## config.mk

```make
export PLATFORM = sky130hd
export DESIGN_NAME = pc_sequencer
export DESIGN_NICKNAME = d
export VERILOG_FILES = /design/src/rtl/pc_sequencer_pkg.sv /design/src/rtl/jump_target_gen.sv /design/src/rtl/pc_sequencer.sv
export SDC_FILE = /design/constraint.sdc
export NUM_CORES = 1
export LEC_CHECK = 0
export ABC_AREA = 0
export CAP_MARGIN = 20
export CORE_MARGIN = 2
export CORE_UTILIZATION = 49
export CTS_CLUSTER_SIZE = 8
export DETAILED_ROUTE_END_ITERATION = 8
export PLACE_DENSITY = 0.88
export SLEW_MARGIN = 20
export SYNTH_ARGS = -nofsm -noshare
export SYNTH_HDL_FRONTEND = slang
export SYNTH_SLANG_ARGS = --single-unit
```

## constraint.sdc

```tcl
create_clock -name Clk -period 5.6 [get_ports Clk]
set_clock_uncertainty 0.2 [all_clocks]
set_input_delay 0.84 -clock Clk [delete_from_list [all_inputs] [get_ports Clk]]
set_output_delay 0.84 -clock Clk [all_outputs]
set_load 0.02 [all_outputs]
```

## src/rtl/pc_sequencer_pkg.sv

```systemverilog
// ============================================================================
// Module   : pc_sequencer_pkg
// Brief    : Shared types and redirect source codes for the PC sequencer.
// Revision : 1.0 - initial release
// ============================================================================
`default_nettype none

package pc_sequencer_pkg;

    typedef enum logic [0:0] {
        S_RUN  = 1'b0,
        S_PEND = 1'b1
    } state_t;

    // Numeric order of the source codes is the arbitration priority.
    localparam logic [1:0] SRC_NONE = 2'd0;
    localparam logic [1:0] SRC_J    = 2'd1;
    localparam logic [1:0] SRC_JR   = 2'd2;
    localparam logic [1:0] SRC_BR   = 2'd3;

    typedef struct packed {
        logic [1:0]  src;
        logic [31:0] tgt;
        logic        mis;
    } redirect_t;

    function automatic logic [31:0] align4(input logic [31:0] addr);
        return {addr[31:2], 2'b00};
    endfunction

endpackage

`default_nettype wire

```

## src/rtl/jump_target_gen.sv

```systemverilog
// ============================================================================
// Module   : jump_target_gen
// Brief    : Builds the J/JAL target from the jump index and PC+4 region.
// Revision : 1.0 - initial release
// ============================================================================
`default_nettype none

module jump_target_gen (
    input  logic [25:0] JumpIndex,
    input  logic [31:0] JumpPC4,
    output logic [31:0] JumpTarget
);

    logic [27:0] w_idx_shifted;
    logic        w_unused_pc4;

    assign w_idx_shifted = {JumpIndex, 2'b00};
    assign JumpTarget    = {JumpPC4[31:28], w_idx_shifted};
    assign w_unused_pc4  = ^JumpPC4[27:0];

endmodule

`default_nettype wire

```

## src/rtl/pc_sequencer.sv

```systemverilog
// ============================================================================
// Module   : pc_sequencer
// Brief    : Program counter with prioritised redirects and a one-entry
//            pending buffer that holds a redirect across pipeline stalls.
// Revision : 1.0 - initial release
// ============================================================================
`default_nettype none

module pc_sequencer
    import pc_sequencer_pkg::*;
#(
    parameter logic [31:0] RESET_PC = 32'h0000_0000,
    parameter int          CNT_W    = 16
) (
    input  logic             Clk,
    input  logic             Reset,
    input  logic             Stall,
    input  logic             JumpReq,
    input  logic [25:0]      JumpIndex,
    input  logic [31:0]      JumpPC4,
    input  logic             JrReq,
    input  logic [31:0]      JrAddr,
    input  logic             BranchReq,
    input  logic [31:0]      BranchTarget,
    output logic [31:0]      PCResult,
    output logic [31:0]      PCPlus4,
    output logic             FlushIF,
    output logic             FlushID,
    output logic             MisalignErr,
    output logic [CNT_W-1:0] RedirectCount
);

    state_t           r_state;
    state_t           w_state_nxt;
    redirect_t        r_pend;
    redirect_t        w_pend_nxt;
    redirect_t        w_req;
    redirect_t        w_win;
    logic [31:0]      r_pc;
    logic [31:0]      w_pc_nxt;
    logic [31:0]      w_jtgt;
    logic [CNT_W-1:0] r_cnt;
    logic             w_apply;
    logic             w_unused_bt;

    jump_target_gen u_jump_target_gen (
        .JumpIndex  (JumpIndex),
        .JumpPC4    (JumpPC4),
        .JumpTarget (w_jtgt)
    );

    assign w_unused_bt = ^BranchTarget[1:0];
    assign PCPlus4     = r_pc + 32'd4;

    // Branch is the older instruction, so it outranks JR, which outranks J.
    always_comb begin
        w_req = '0;
        if (BranchReq) begin
            w_req.src = SRC_BR;
            w_req.tgt = align4(BranchTarget);
        end else if (JrReq) begin
            w_req.src = SRC_JR;
            w_req.tgt = align4(JrAddr);
            w_req.mis = |JrAddr[1:0];
        end else if (JumpReq) begin
            w_req.src = SRC_J;
            w_req.tgt = w_jtgt;
        end
    end

    always_comb begin
        w_win       = w_req;
        w_state_nxt = r_state;
        w_pend_nxt  = r_pend;
        w_pc_nxt    = r_pc;
        w_apply     = 1'b0;

        // A buffered redirect yields only to a strictly higher-priority one.
        if (r_state == S_PEND && w_req.src <= r_pend.src) begin
            w_win = r_pend;
        end

        if (!Stall) begin
            if (w_win.src != SRC_NONE) begin
                w_apply  = 1'b1;
                w_pc_nxt = w_win.tgt;
            end else begin
                w_pc_nxt = PCPlus4;
            end
            w_state_nxt = S_RUN;
            w_pend_nxt  = '0;
        end else if (w_win.src != SRC_NONE) begin
            w_pend_nxt  = w_win;
            w_state_nxt = S_PEND;
        end
    end

    assign FlushIF     = Reset & w_apply;
    assign FlushID     = Reset & w_apply & (w_win.src == SRC_BR);
    assign MisalignErr = Reset & w_apply & (w_win.src == SRC_JR) & w_win.mis;

    always_ff @(posedge Clk or negedge Reset) begin
        if (!Reset) begin
            r_state <= S_RUN;
        end else begin
            r_state <= w_state_nxt;
        end
    end

    always_ff @(posedge Clk or negedge Reset) begin
        if (!Reset) begin
            r_pend <= '0;
            r_pc   <= RESET_PC;
            r_cnt  <= '0;
        end else begin
            r_pend <= w_pend_nxt;
            r_pc   <= w_pc_nxt;
            if (w_apply && r_cnt != {CNT_W{1'b1}}) begin
                r_cnt <= r_cnt + {{(CNT_W-1){1'b0}}, 1'b1};
            end
        end
    end

    assign PCResult      = r_pc;
    assign RedirectCount = r_cnt;

endmodule

`default_nettype wire

```

==> out/qor.txt <==
====================================================================================================
Number of H-tree levels ...............................................................            3
DIE HEIGHT ............................................................................     110.9 um
Multiplexer area fraction after synthesis .............................................      0.02592
Pin count of the biggest net entering global routing ..................................           79
Fraction of synthesis flops using an asynchronous set or reset pin ....................        1.000
Hold buffer count at cts ..............................................................            0
Synth Area in Simple Gates ............................................................       0.2105
Vias per cell .........................................................................        6.300
Overall via count from detail_route ...................................................         5821
Max capacitance violation total .......................................................            0
Area of the die .......................................................................    12300 um2
Worst path required time ..............................................................      4560 ps
Number of routed nets with antenna violations .........................................            0
Power per unit of standard cell area .................................................. 382.1 nW/um2
Combinational family with the most area after synthesis ............................... compound AO/OA/AOI/OAI gates
Count of boundary I/O pins ............................................................          211
Xor/xnor cell area share of the yosys netlist .........................................      0.06725
Most instantiated flip-flop cell in the synthesis netlist ............................. sky130_fd_sc_hd__dfrtp_1
Relative slew slack ...................................................................       0.4342
Total number of clock tree sinks ......................................................           84
CP endpoint ...........................................................................      FlushID
Max IR drop VDD .......................................................................  0.0002474 V
Hold/Removal Path Class ...............................................................  in -> async
Via count of the first global-routing pass ............................................         5882
Top Usage Layer GRT ...................................................................         met2
Post-synthesis average cell area ......................................................    8.918 um2
Share of the core filled with cells in the final layout ...............................       0.6914
Clock-pin slew reported for the worst setup and hold paths after clock tree synthesis .        60 ps
Ant. Diodes ...........................................................................            0
Global-route wire length before repair ................................................     29040 um
Number of CTS-inserted buffers ........................................................            9
Floorplan row count ...................................................................           39
DRC violation total after the first TritonRoute iteration .............................          502
Cts repair resizes ....................................................................            0
Worst slack after detailed placement ..................................................     631.0 ps
DRC errors left .......................................................................            0
Total cell area at the placement stage ................................................     7412 um2
Root Buffer Master .................................................................... sky130_fd_sc_hd__clkbuf_16
Post-synth net total ..................................................................          760
Number of flops mapped to enable cells by yosys .......................................            0
Total Negative Setup Slacks ...........................................................         0 ps
RSZ-0062 raised after global routing ..................................................           no
Type of element launching the critical path ...........................................   input port
Worst Setup End Kind ..................................................................   output pin
Crit. Startpoint ......................................................................        JrReq
Arrival @ worst endpoint ..............................................................      4010 ps
Wire length per cell after detailed routing ...........................................     19.62 um
Worst reg-to-reg path cell count ......................................................            9
Source-to-sink clock delay at the later pin of the worst-skew pair ....................       330 ps
# port buffers ........................................................................          180
Drt pass-1 iters ......................................................................            5
Buffers from clock root to sink, at most ..............................................            2
Starting density of the core ..........................................................       0.4968
GR Util met3 ..........................................................................      0.05686
Cell count after placement ............................................................          908
Cell count after synthesis ............................................................          628
Run status ............................................................................    completed
R2R Path Start ........................................................................ r_pend[34]$_DFFE_PN0P_
Maximum achievable frequency ..........................................................    198.2 MHz
R2R setup slack .......................................................................      2540 ps
Weighted congestion reported at the end of routability-driven placement ...............       0.8905
Share of the yosys chip area belonging to registers ...................................       0.3753
Met1 capacity usage during global routing .............................................       0.3299
Proportion of layout cells with a drive suffix above 1 ................................      0.07042
Count of unique library cells instantiated by Yosys ...................................           73
Horizontal extent of the die ..........................................................     110.9 um
Final non-filler cell area ............................................................     7794 um2
Final Cycle Share .....................................................................       0.9009
Total number of nets in the final design ..............................................          909
Share of the synthesized area in compound gates (AO/OA/AOI/OAI) .......................       0.2538
Global-route track usage on met2 ......................................................       0.5190
Global routing usage summed across all routing layers .................................       0.2881
Total count of hold-check failures in the final report ................................            0
Layout overhead on the synthesized area ...............................................       39.16%
Placeable Area ........................................................................    11270 um2
Actual slew at the worst max-slew pin .................................................     845.4 ps
Leftover overflow at the end of global routing ........................................            0
FF+latch count, synth .................................................................           84
Routed Wire Length ....................................................................     18130 um
Post-Synth Adder-Cell Area ............................................................     0.008937
Cell area after technology mapping ....................................................     5600 um2
Max-slew violation count ..............................................................            0
Post-CTS repair timing setup buffer count .............................................            0
Number of endpoints failing setup at the final stage ..................................            0
Critical path start-end classification ................................................    in -> out
Detailed placement HPWL ...............................................................     12930 um
Endpoint of the worst register-to-register path ....................................... r_pend[18]$_DFFE_PN0P_
Synthesis warning total ...............................................................            0
CTS tree ..............................................................................          yes
Smallest setup slack after layout .....................................................     554.8 ps
Number of standard cells in the layout, taps in and fillers out .......................          924
Critical Path Fanout Max ..............................................................            7
Antenna violations before repair ......................................................            0
Min cycle time layout .................................................................      5045 ps
LEAKAGE ...............................................................................     3.129 nW
====================================================================================================
==> synthesized netlist by cell type (5+ instances only) <==
cell                        count  area share
sky130_fd_sc_hd__a21oi_1       48       0.043
sky130_fd_sc_hd__a2bb2oi_1     24       0.038
sky130_fd_sc_hd__a31oi_1       11       0.012
sky130_fd_sc_hd__and3_1         8      0.0089
sky130_fd_sc_hd__buf_2         16       0.014
sky130_fd_sc_hd__clkbuf_1      29       0.019
sky130_fd_sc_hd__dfrtp_1       84        0.38
sky130_fd_sc_hd__inv_1         17       0.011
sky130_fd_sc_hd__mux2i_1       10       0.018
sky130_fd_sc_hd__nand2_1       36       0.024
sky130_fd_sc_hd__nand3_1       23       0.021
sky130_fd_sc_hd__nand3b_1      22       0.029
sky130_fd_sc_hd__nand4_1        9       0.010
sky130_fd_sc_hd__nor2_1        56       0.038
sky130_fd_sc_hd__nor3_1        11      0.0098
sky130_fd_sc_hd__nor3b_1        5      0.0067
sky130_fd_sc_hd__nor4_1         7      0.0078
sky130_fd_sc_hd__o21a_1         7      0.0094
sky130_fd_sc_hd__o21ai_0       39       0.035
sky130_fd_sc_hd__o22a_1        17       0.027
sky130_fd_sc_hd__o32ai_1       16       0.025
sky130_fd_sc_hd__xnor2_1       22       0.034
sky130_fd_sc_hd__xor2_1        21       0.033
==> cell families after synthesis <==
group,Yosys count
AND/OR/NAND/NOR,208
buffers and inverters,72
flip-flops,84
XOR/XNOR,43
AO/OA/AOI/OAI,203
adder cells (fa/ha/maj),4
multiplexers,14
==> cell usage in the layout (no fill, tap or decap), types with 3 or more instances in the layout <==
cell type	n
sky130_fd_sc_hd__clkdlybuf4s50_1	178
sky130_fd_sc_hd__dfrtp_1	84
sky130_fd_sc_hd__nor2_1	56
sky130_fd_sc_hd__a21oi_1	47
sky130_fd_sc_hd__o21ai_0	39
sky130_fd_sc_hd__nand2_1	36
sky130_fd_sc_hd__a2bb2oi_1	24
sky130_fd_sc_hd__nand3_1	23
sky130_fd_sc_hd__xnor2_1	22
sky130_fd_sc_hd__nand3b_1	22
sky130_fd_sc_hd__xor2_1	21
sky130_fd_sc_hd__inv_1	17
sky130_fd_sc_hd__o22a_1	17
sky130_fd_sc_hd__o32ai_1	16
sky130_fd_sc_hd__buf_4	12
sky130_fd_sc_hd__nor3_1	11
sky130_fd_sc_hd__a31oi_1	11
sky130_fd_sc_hd__mux2i_1	10
sky130_fd_sc_hd__nand4_1	9
sky130_fd_sc_hd__clkbuf_16	9
sky130_fd_sc_hd__and3_1	8
sky130_fd_sc_hd__nor4_1	7
sky130_fd_sc_hd__o21a_1	7
sky130_fd_sc_hd__nor3b_1	5
sky130_fd_sc_hd__nor2b_1	4
sky130_fd_sc_hd__mux2_2	4
sky130_fd_sc_hd__a41oi_1	4
sky130_fd_sc_hd__a221oi_1	4
sky130_fd_sc_hd__a221o_1	4
sky130_fd_sc_hd__ha_1	4
sky130_fd_sc_hd__bufinv_16	4
sky130_fd_sc_hd__nor3_2	3
sky130_fd_sc_hd__and4_1	3
sky130_fd_sc_hd__nand2b_1	3
sky130_fd_sc_hd__a211oi_1	3
sky130_fd_sc_hd__o31a_1	3
sky130_fd_sc_hd__o221ai_1	3
==> layer usage <==
metal  up-vias  share of wire
met5         -              0
met4         0          0.048
li1       2629              -
met3        60          0.064
met1      2828           0.38
met2       304           0.51
==> sequential cells by signal (all words and copies together), names as in the netlist <==
signal,count
r_pend,35
RedirectCount,16
PCResult,32
r_state,1
==> worst min-delay path by stage <==
stage,slack (ps),endpoint,startpoint
6_report,210,r_pend[29]$_DFFE_PN0P_,Reset
5_1_grt,230,r_pend[29]$_DFFE_PN0P_,Reset
4_1_cts,220,r_pend[29]$_DFFE_PN0P_,Reset
3_5_place_dp,290,RedirectCount[11]$_DFFE_PN0P_,RedirectCount[11]$_DFFE_PN0P_
3_3_place_gp,280,RedirectCount[11]$_DFFE_PN0P_,RedirectCount[11]$_DFFE_PN0P_
2_1_floorplan,260,PCResult[0]$_DFFE_PN0P_,r_pend[1]$_DFFE_PN0P_
==> final cells by class <==
| cell class | instances | area (um2) |
|---|---|---|
| Fill cell | 864 | 3478 |
| Inverter | 18 | 67.56 |
| Tap cell | 143 | 178.9 |
| Sequential cell | 84 | 2102 |
| Clock buffer | 10 | 229.0 |
| Timing Repair Buffer | 192 | 1904 |
| Multi-Input combinational cell | 472 | 3187 |
| Clock inverter | 5 | 125.1 |
==> power breakdown <==
part           internal [W]  switching (W)
clock              0.000478       0.000234
sequential         0.000748       0.000212
combinational      0.000615       0.000692
total               0.00184        0.00114
==> worst max-delay path, stage by stage <==
cell and delay (ps):
sky130_fd_sc_hd__clkdlybuf4s50_1 510, sky130_fd_sc_hd__nor2b_1 440, sky130_fd_sc_hd__nor2_1 120, sky130_fd_sc_hd__ha_1 330
sky130_fd_sc_hd__and3_1 210, sky130_fd_sc_hd__a21oi_2 290, sky130_fd_sc_hd__mux2_2 410, sky130_fd_sc_hd__nor4_1 180
sky130_fd_sc_hd__clkdlybuf4s50_1 660
==> per-stage QoR <==
step           power, W  hold WS (ps)
3_5_place_dp   0.002248         288.8
2_1_floorplan  0.001666         258.1
4_1_cts        0.002964         215.9
3_3_place_gp   0.002200         281.3
6_report       0.002978         211.6
5_1_grt        0.003115         229.9
(Power assumes the default switching activity.)
